File: config.mk
export PLATFORM = sky130hd
export DESIGN_NAME = decoder_scan_seq
export DESIGN_NICKNAME = d
export VERILOG_FILES = /design/src/rtl/decoder_pkg.sv /design/src/rtl/decoder_scan_seq_tick_gen.sv /design/src/rtl/decoder_scan_seq.sv
export SDC_FILE = /design/constraint.sdc
export NUM_CORES = 1
export LEC_CHECK = 0
export ABC_AREA = 1
export CAP_MARGIN = 20
export CORE_MARGIN = 3
export CORE_UTILIZATION = 55
export CTS_CLUSTER_DIAMETER = 30
export DETAILED_ROUTE_END_ITERATION = 7
export GPL_ROUTABILITY_DRIVEN = 0
export PLACE_DENSITY_LB_ADDON = 0.2
export SETUP_SLACK_MARGIN = 0.4
export SKIP_CTS_REPAIR_TIMING = 1
export SYNTH_ARGS = -nofsm -noshare
export SYNTH_HDL_FRONTEND = slang
export SYNTH_SLANG_ARGS = --single-unit
File: constraint.sdc
create_clock -name clk -period 2.17 [get_ports clk]
set_input_delay 0.651 -clock clk [delete_from_list [all_inputs] [get_ports clk]]
set_output_delay 0.651 -clock clk [all_outputs]
set_load 0.005 [all_outputs]
File: src/rtl/decoder_pkg.sv
// Shared definitions for the decoder_scan_seq slice: mode encodings,
// sequencer states and a one-hot helper sized for the widest supported index.
package decoder_pkg;

    localparam logic [1:0] MODE_DIRECT = 2'b00;
    localparam logic [1:0] MODE_SCAN   = 2'b01;
    localparam logic [1:0] MODE_SWEEP  = 2'b10;
    localparam logic [1:0] MODE_RSVD   = 2'b11;

    // Widest index the helper can decode; instances are checked against it.
    localparam int MAX_IN_W  = 10;
    localparam int MAX_OUT_W = 2 ** MAX_IN_W;

    typedef enum logic [1:0] {
        S_DIRECT,
        S_SCAN,
        S_SWEEP_IDLE,
        S_SWEEP_RUN
    } state_t;

    function automatic logic [MAX_OUT_W-1:0] onehot(input logic [MAX_IN_W-1:0] idx);
        return MAX_OUT_W'(1) << idx;
    endfunction

endpackage

File: src/rtl/decoder_scan_seq_tick_gen.sv
// Prescaler for the scan/sweep sequencer: produces a one-cycle tick every
// PRESCALE running cycles, holds while not running, clears on request.
module tick_gen #(
    parameter int PRESCALE = 100000
) (
    input  logic clk,
    input  logic rst_n,
    input  logic run,
    input  logic clr,
    output logic tick
);

    localparam int CW = (PRESCALE > 1) ? $clog2(PRESCALE) : 1;
    localparam logic [CW-1:0] TOP = CW'(PRESCALE - 1);

    logic [CW-1:0] r_count;

    generate
        if (PRESCALE < 1) begin : g_badPrescale
            $error("tick_gen: PRESCALE must be >= 1");
        end
    endgenerate

    assign tick = run && (r_count == TOP);

    // Count 0..PRESCALE-1 while running; a clear always wins over counting.
    always_ff @(posedge clk or negedge rst_n) begin
        if (!rst_n) begin
            r_count <= '0;
        end else if (clr) begin
            r_count <= '0;
        end else if (run) begin
            r_count <= tick ? '0 : r_count + CW'(1);
        end
    end

endmodule

File: src/rtl/decoder_scan_seq.sv
// Registered N-to-2^N one-hot decoder with direct, auto-scan and one-shot
// sweep modes. Define DECODER_ACTIVE_LOW_EN to invert out (selected line low,
// idle value all ones) for common-anode displays.
module decoder_scan_seq
    import decoder_pkg::*;
#(
    parameter int IN_W     = 4,
    parameter int PRESCALE = 100000,
    parameter int LAST     = 2 ** IN_W - 1
) (
    input  logic                 clk,
    input  logic                 rst_n,
    input  logic                 en,
    input  logic [1:0]           mode,
    input  logic [IN_W-1:0]      sel,
    input  logic                 start,
    output logic [2**IN_W-1:0]   out,
    output logic [IN_W-1:0]      idx,
    output logic                 busy,
    output logic                 done
);

    localparam int OUT_W = 2 ** IN_W;
    localparam logic [IN_W-1:0] LAST_IDX = IN_W'(LAST);

`ifdef DECODER_ACTIVE_LOW_EN
    localparam logic [OUT_W-1:0] OUT_IDLE = '1;
`else
    localparam logic [OUT_W-1:0] OUT_IDLE = '0;
`endif

    generate
        if (IN_W < 1 || IN_W > MAX_IN_W) begin : g_badWidth
            $error("decoder_scan_seq: IN_W out of supported range");
        end
        if (LAST < 0 || LAST > OUT_W - 1) begin : g_badLast
            $error("decoder_scan_seq: LAST must be within 0..2^IN_W-1");
        end
    endgenerate

    state_t            r_state;
    state_t            w_stateNext;
    logic [IN_W-1:0]   r_idx;
    logic [IN_W-1:0]   w_idxNext;
    logic              r_busy;
    logic              w_busyNext;
    logic              r_done;
    logic              w_doneNext;
    logic [OUT_W-1:0]  r_out;
    logic [OUT_W-1:0]  w_outNext;
    logic              w_run;
    logic              w_clr;
    logic              w_tick;

    assign w_run = en && (r_state == S_SCAN || r_state == S_SWEEP_RUN);
    assign w_clr = en && (w_stateNext != r_state);

    tick_gen #(
        .PRESCALE (PRESCALE)
    ) u_tickGen (
        .clk   (clk),
        .rst_n (rst_n),
        .run   (w_run),
        .clr   (w_clr),
        .tick  (w_tick)
    );

    // Next state, index, busy/done and decoded output; a mode change overrides
    // any sequencing in the same cycle and everything holds while en is low.
    always_comb begin
        w_stateNext = r_state;
        w_idxNext   = r_idx;
        w_busyNext  = r_busy;
        w_doneNext  = 1'b0;
        w_outNext   = OUT_IDLE;
        if (en) begin
            case (mode)
                MODE_SCAN: begin
                    if (r_state != S_SCAN) begin
                        w_stateNext = S_SCAN;
                    end
                end
                MODE_SWEEP: begin
                    if (r_state != S_SWEEP_IDLE && r_state != S_SWEEP_RUN) begin
                        w_stateNext = S_SWEEP_IDLE;
                    end
                end
                MODE_DIRECT, MODE_RSVD: begin
                    if (r_state != S_DIRECT) begin
                        w_stateNext = S_DIRECT;
                    end
                end
                default: begin
                    w_stateNext = r_state;
                end
            endcase

            if (w_stateNext != r_state) begin
                w_idxNext  = '0;
                w_busyNext = 1'b0;
            end else begin
                case (r_state)
                    S_DIRECT: begin
                        w_idxNext = sel;
                    end
                    S_SCAN: begin
                        if (w_tick) begin
                            w_idxNext = (r_idx == LAST_IDX) ? '0 : r_idx + IN_W'(1);
                        end
                    end
                    S_SWEEP_IDLE: begin
                        if (start) begin
                            w_stateNext = S_SWEEP_RUN;
                            w_idxNext   = '0;
                            w_busyNext  = 1'b1;
                        end
                    end
                    S_SWEEP_RUN: begin
                        if (w_tick) begin
                            if (r_idx == LAST_IDX) begin
                                w_stateNext = S_SWEEP_IDLE;
                                w_busyNext  = 1'b0;
                                w_doneNext  = 1'b1;
                            end else begin
                                w_idxNext = r_idx + IN_W'(1);
                            end
                        end
                    end
                    default: begin
                        w_stateNext = S_DIRECT;
                    end
                endcase
            end

            if (w_stateNext != S_SWEEP_IDLE) begin
`ifdef DECODER_ACTIVE_LOW_EN
                w_outNext = ~OUT_W'(onehot(MAX_IN_W'(w_idxNext)));
`else
                w_outNext = OUT_W'(onehot(MAX_IN_W'(w_idxNext)));
`endif
            end
        end
    end

    // State and output registers.
    always_ff @(posedge clk or negedge rst_n) begin
        if (!rst_n) begin
            r_state <= S_DIRECT;
            r_idx   <= '0;
            r_busy  <= 1'b0;
            r_done  <= 1'b0;
            r_out   <= OUT_IDLE;
        end else begin
            r_state <= w_stateNext;
            r_idx   <= w_idxNext;
            r_busy  <= w_busyNext;
            r_done  <= w_doneNext;
            r_out   <= w_outNext;
        end
    end

    assign out  = r_out;
    assign idx  = r_idx;
    assign busy = r_busy;
    assign done = r_done;

endmodule
Word level (Yosys, flattened, before mapping)
Cells that the tools add are included.

word-level totals
  bits in registers = 41
  input port bits = 10
  output and inout port bits = 22

operators by class
  $add $sub $neg = 2
  equality and inequality tests = 17
  shift operators = 1
  muxes and demuxes = 35
  reduce and logical (&&, ||, !) cells = 12

operators by type and width
  kind                                                   number
  two-way mux 17 bit                                     3
  two-way mux 16 bit                                     2
  two-way mux 4 bit                                      7
  two-way mux 2 bit                                      10
  adder 17 x 1 -> 17 bit, second input constant          1
  equality test 17 bit, second input constant            1
  case mux 4 bit (4 select lines)                        1
  << shifter 1 x 4 -> 16 bit, first input constant       1
  two-way mux 1 bit                                      9
  equality test 2 bit, second input constant             4
  inequality test 2 bit, second input constant           3
  inequality test 3 x 1 -> 1 bit, second input constant  2
  case mux 2 bit (3 select lines)                        1
  AND reduction 5 bit                                    1
  adder 4 x 1 -> 4 bit, second input constant            1
  equality test 2 x 1 -> 1 bit, second input constant    2
  equality test 4 bit, second input constant             1
  logical AND 1 bit                                      4
  logical NOT 2 bit                                      2
  inequality test 2 bit                                  2
  case mux 2 bit (2 select lines)                        1
  nonzero test 2 bit                                     2
  inequality test 3 bit, second input constant           1
  nonzero test 3 bit                                     1
  other kinds (4)                                        4

Logic depth before layout (Yosys ltp)
  word-level depth = 14
  gate-level depth with buffers = 14
  gate-level depth less buffers = 14

Cells and area by module
A second synthesis with hierarchy kept.

unflattened totals
  cells, all modules = 330
  area, all modules = 2,424.8 µm²

by module, submodules not included
  module            instances  cells each  area each (µm²)  seq. area each (µm²)
  decoder_scan_seq  1          158         1,275.0          600.6
  tick_gen          1          172         1,149.9          425.4

Least setup slack after synthesis
No wires, ideal clock.

  path kind = input to register
  start = in mode[1]
  end = reg r_out[10] (netlist: out[10])
  setup time = 0.072 ns
  arrival = 1.925 ns
  slack = 0.173 ns
  cell stages on the path = 14
  buffers on the path = 0
  path through = inv_1 -> ha_1 -> inv_1 -> nand2_1 -> nand2_2 -> xor2_2 -> nand2_1 -> nand2_1 -> nand2_1 -> nand2_1 -> nand2_1 -> nand2_1 -> nand2_2 -> nor2_1

on the way
  longest elaborated chain between the ends = 12
  elaborated cells between the ends (all ways) = 20

ends and longest elaborated chain
  element                                                   line                     source
  from (decl)                                               decoder_scan_seq.sv:14   input logic [1:0] mode,
  equality test 2 bit or logical NOT 2 bit (tied branches)  decoder_scan_seq.sv:77   case (mode)
  OR reduction 2 bit                                        decoder_scan_seq.sv:77
  case mux 2 bit (3 select lines) (*)                       decoder_scan_seq.sv:77
  two-way mux 2 bit (*)                                     decoder_scan_seq.sv:76   if (en) begin
  two-way mux 2 bit                                         decoder_scan_seq.sv:120  if (r_idx == LAST_IDX) begin
  two-way mux 2 bit                                         decoder_scan_seq.sv:119  if (w_tick) begin
  case mux 2 bit (2 select lines)                           decoder_scan_seq.sv:102  case (r_state)
  two-way mux 2 bit                                         decoder_scan_seq.sv:98   if (w_stateNext != r_state) begin
  two-way mux 2 bit                                         decoder_scan_seq.sv:76
  inequality test 2 bit                                     decoder_scan_seq.sv:135  if (w_stateNext != S_SWEEP_IDLE) begin
  two-way mux 16 bit (*)                                    decoder_scan_seq.sv:135
  two-way mux 16 bit (*)                                    decoder_scan_seq.sv:76
  named net w_outNext[10]                                   decoder_scan_seq.sv:50   logic [OUT_W-1:0] w_outNext;
  to (signal assigned)                                      decoder_scan_seq.sv:158  r_out <= w_outNext;
  to (decl)                                                 decoder_scan_seq.sv:49   logic [OUT_W-1:0] r_out;

Mark *: on every way through the listed nets, which the timed path passes. The rest lies on a longest branch. The select of a mux whose other input is x is not followed.
A chain may end at the register's enable or synchronous reset.

Worst setup path after layout
  start = reg r_idx[1] (netlist: idx[1])
  end = reg r_out[13] (netlist: out[13])

on the way
  longest elaborated chain between the ends = 9
  elaborated cells between the ends (all ways) = 19

ends and longest elaborated chain
  element                                                                             line                                                                       source
  from (decl)                                                                         decoder_scan_seq.sv:43                                                     logic [IN_W-1:0] r_idx;
  from (signal assigned)                                                              decoder_scan_seq.sv:155                                                    r_idx <= w_idxNext;
  adder 4 x 1 -> 4 bit or equality test 4 bit (tied branches)                         decoder_scan_seq.sv:108, decoder_scan_seq.sv:125, decoder_scan_seq.sv:120
  two-way mux 4 bit (tied with other cells)                                           decoder_scan_seq.sv:120
  two-way mux 4 bit (tied with other cells)                                           decoder_scan_seq.sv:119
  case mux 4 bit (4 select lines) or case mux 2 bit (2 select lines) (tied branches)  decoder_scan_seq.sv:102
  two-way mux 4 bit or two-way mux 2 bit (tied branches)                              decoder_scan_seq.sv:98
  two-way mux 4 bit or two-way mux 2 bit (tied branches)                              decoder_scan_seq.sv:76
  << shifter 1 x 4 -> 16 bit or inequality test 2 bit (tied branches)                 decoder_pkg.sv:22, decoder_scan_seq.sv:135
  two-way mux 16 bit (*)                                                              decoder_scan_seq.sv:135
  two-way mux 16 bit (*)                                                              decoder_scan_seq.sv:76
  named net w_outNext[13]                                                             decoder_scan_seq.sv:50

Marked as above.

==> flow_summary.json <==
{
  "status": "complete, but fails checks",
  "violations": "setup timing",
  "synth_ff_type": "dfrtp_1",
  "clk_pin_slew_ns": 0.09,
  "ys_ff_latch": 41,
  "reg2reg_depth": 12,
  "finalHoldViolations": 0,
  "tightest_slew_ns": 0.531,
  "peakVddDrop_v": 0.000629,
  "initial_core_util_pct": 59.1,
  "routed_via_density": 6.34,
  "hold_path_class": "primary input to async pin",
  "grt_pass1_vias": 2380,
  "ys_seq_area_share_pct": 41.9,
  "r2r-start": "idx[1]",
  "syn_inst": 321,
  "syn-mean-instance-area_sq_um": 7.63,
  "ys_types": 35,
  "power.internal_mw": 1.60,
  "crit_arrival_ns": 2.51,
  "clkSinkCount": 41,
  "syn_area_sq_mm": 0.00245,
  "fin_ws_ns": -0.0995,
  "ys_top_cells_by_area": "dfrtp_1 (42%), nand2_1 (8.6%), nor2_1 (7.8%), nand3_1 (6.3%), inv_1 (5.5%)",
  "yosysTopAreaCell": "dfrtp_1",
  "maxCapViolCount": 0,
  "die_x_um": 72.7,
  "period_minus_slack_ns": 2.27,
  "numCtsBuffers": 5,
  "htree_levels": 2,
  "worstReg2RegEnd": "out[13]",
  "drt_iter0_markers": 425,
  "wire_per_inst_um": 21.9,
  "pwr-share-clk_pct": 26.6,
  "synthSimpleGateAreaFrac_pct": 32.9,
  "synth_compound_area_share_pct": 10.1,
  "core_region_area_sq_mm": 0.00414,
  "dp_slack_ns": -0.511,
  "cp-start-kind": "flip-flop",
  "rows": 23,
  "fin_nets": 414,
  "grt_pass1_wl_mm": 10.8,
  "swShare_pct": 37.1,
  "finalSetupViolations": 8,
  "yosysMostFrequentCell": "nand2_1",
  "fmax_mhz": 441,
  "yosysWarnings": 0,
  "skew_ns": 0.00598,
  "diodes": 0,
  "slew_viol_final": 0,
  "drt.antenna.violating_nets": 0,
  "dr_total_vias": 2853,
  "io-pin-count": 32,
  "finalCritPeriodShare_pct": 105,
  "grt_overflow": 0,
  "endpoint_kind": "flip-flop",
  "synth_commonest_cells": "nand2_1 (56), nor2_1 (51), dfrtp_1 (41)",
  "synth_edf_count": 0,
  "drc": 0,
  "fp.dieH_um": 72.7,
  "synthAdderAreaFrac_pct": 2.55,
  "p_leak_nw": 2.07,
  "synth_top_area_share_pct": 41.9,
  "cp_max_fo": 6,
  "clk_latency_ns": 0.31,
  "die_area_sq_mm": 0.00529,
  "synth_top_family_by_area": "simple AND/OR/NAND/NOR gates",
  "port_buffers": 31,
  "synth_xor_xnor_area_share_pct": 3.88,
  "grt_start_max_net_pins": 42,
  "cts_tree": "built",
  "p_switching_mw": 0.947,
  "grt_usage_pct": 26.4,
  "rsz0062_at_grt": "true",
  "comb_power_share_pct": 38.4,
  "rrSetupSlack_ns": -0.1,
  "layout-drive-gt1-share_pct": 38.3,
  "async_flop_share_pct": 100,
  "antenna_found_initial": 0,
  "clockBufferDepth": 2,
  "nFillCells": 157,
  "cts.root.buffer_cell": "clkbuf_8",
  "syn_to_final_growth_pct": 52.4,
  "critPathKind": "flip-flop to flip-flop",
  "pwr-share-seq_pct": 35.0,
  "syn_nets": 336,
  "required_ns": 2.41,
  "muxShareOfSynthArea_pct": 0,
  "slew_headroom_pct": 64.3,
  "powerDensity_mw_per_mm2": 683,
  "dp_hpwl_mm": 4.57,
  "first_pass_iters": 6,
  "wirelength_mm": 9.85,
  "timing.setup.tns_ns": -0.468
}
layout by cell type, fill, tap and decap left out, types with 2 or more instances in the layout:
| master | n |
|---|---|
| a21oi_1 | 4 |
| a21oi_2 | 3 |
| a21oi_4 | 2 |
| a22oi_2 | 2 |
| a31oi_1 | 2 |
| buf_12 | 3 |
| buf_4 | 33 |
| buf_6 | 9 |
| clkbuf_8 | 6 |
| clkdlybuf4s50_1 | 5 |
| clkinvlp_4 | 2 |
| dfrtp_1 | 37 |
| dfrtp_2 | 4 |
| dlymetal6s2s_1 | 24 |
| ha_2 | 3 |
| inv_1 | 32 |
| inv_2 | 5 |
| inv_6 | 2 |
| nand2_1 | 48 |
| nand2_2 | 12 |
| nand2_4 | 10 |
| nand3_1 | 16 |
| nand3_2 | 11 |
| nand3_4 | 5 |
| nand4_1 | 7 |
| nor2_1 | 33 |
| nor2_2 | 16 |
| nor2_4 | 8 |
| nor3_1 | 5 |
| o21ai_0 | 10 |
| o21ai_1 | 9 |
| o21ai_2 | 5 |
| o22ai_1 | 2 |
| xnor2_1 | 3 |
| xor2_1 | 6 |
cell families (layout without fill, tap and decap cells):
kind of cell / count (synthesis) / in the layout
flops: 41 / 41
simple gates: 174 / 174
compound gates: 42 / 42
fa+ha+maj: 5 / 5
buf+inv: 49 / 128
xor+xnor: 10 / 10
layout make-up:
cell class	count	area (sq um)	share of cell area (%)
inverters	44	200	5.36
repair buffers	76	769	20.6
clock inverters	2	37.5	1.01
clock buffers	6	82.6	2.21
well taps	50	62.6	1.68
flip-flops and latches	41	1030	27.6
multi-input cells	231	1550	41.5
metrics by stage:
stage	util, %	hold WS (ns)	std cells	total power, mW	area (sq um)
floorplan	-	0.355	321	1.22	2510
global placement	73.9	0.479	426	1.49	3060
detailed placement	73.9	0.487	426	1.51	3060
CTS	76.8	0.423	434	2.16	3180
global route	90.1	0.437	450	2.62	3730
finish	90.1	0.397	450	2.55	3730
layer usage:
layer / share of wire [%] / routed length, um / global-route usage, % / vias up
li1: - / - / - / 1186
met1: 35 / 3400 / 32.0 / 1330
met2: 49 / 4790 / 46.8 / 260
met3: 9.2 / 910 / 5.65 / 77
met4: 7.6 / 753 / 8.20 / 0
met5: 0 / 0 / 0 / -
worst max path at each step:
stage,startpoint,end,cells after the start,slack (ns)
6_report,idx[1],out[13],12,-0.1
4_1_cts,mode[1],out[1],13,-0.19
3_5_place_dp,mode[1],out[1],13,-0.51
3_3_place_gp,mode[1],out[14],13,-0.40
2_1_floorplan,mode[1],out[10],14,0.32
5_1_grt,idx[1],out[5],12,-0.15
power groups by stage:
stage          combinational (mW)  clock (mW)  sequential (mW)
2_1_floorplan               0.343           0            0.881
3_3_place_gp                0.596           0            0.892
3_5_place_dp                0.615           0            0.893
4_1_cts                     0.624       0.662            0.879
5_1_grt                      1.02       0.707            0.894
6_report                    0.980       0.678            0.892
worst max-delay path, cell delays in order (launching register included):
cell     delay (ns)
dfrtp_1        0.39
ha_2           0.23
nand3_2        0.12
ha_1           0.31
o21ai_2        0.16
inv_1          0.09
nor2_1         0.21
nor2_1         0.09
nand2_1        0.13
nand2_4        0.12
inv_6          0.11
nand3_2        0.12
nor2_2         0.12
registers in the layout, indices dropped and copies added (netlist names):
name and cells:
done 1, u_tickGen.r_count 17, r_state 2, out 16
busy 1, idx 4
Note: power is estimated with default switching activity, not from simulation.
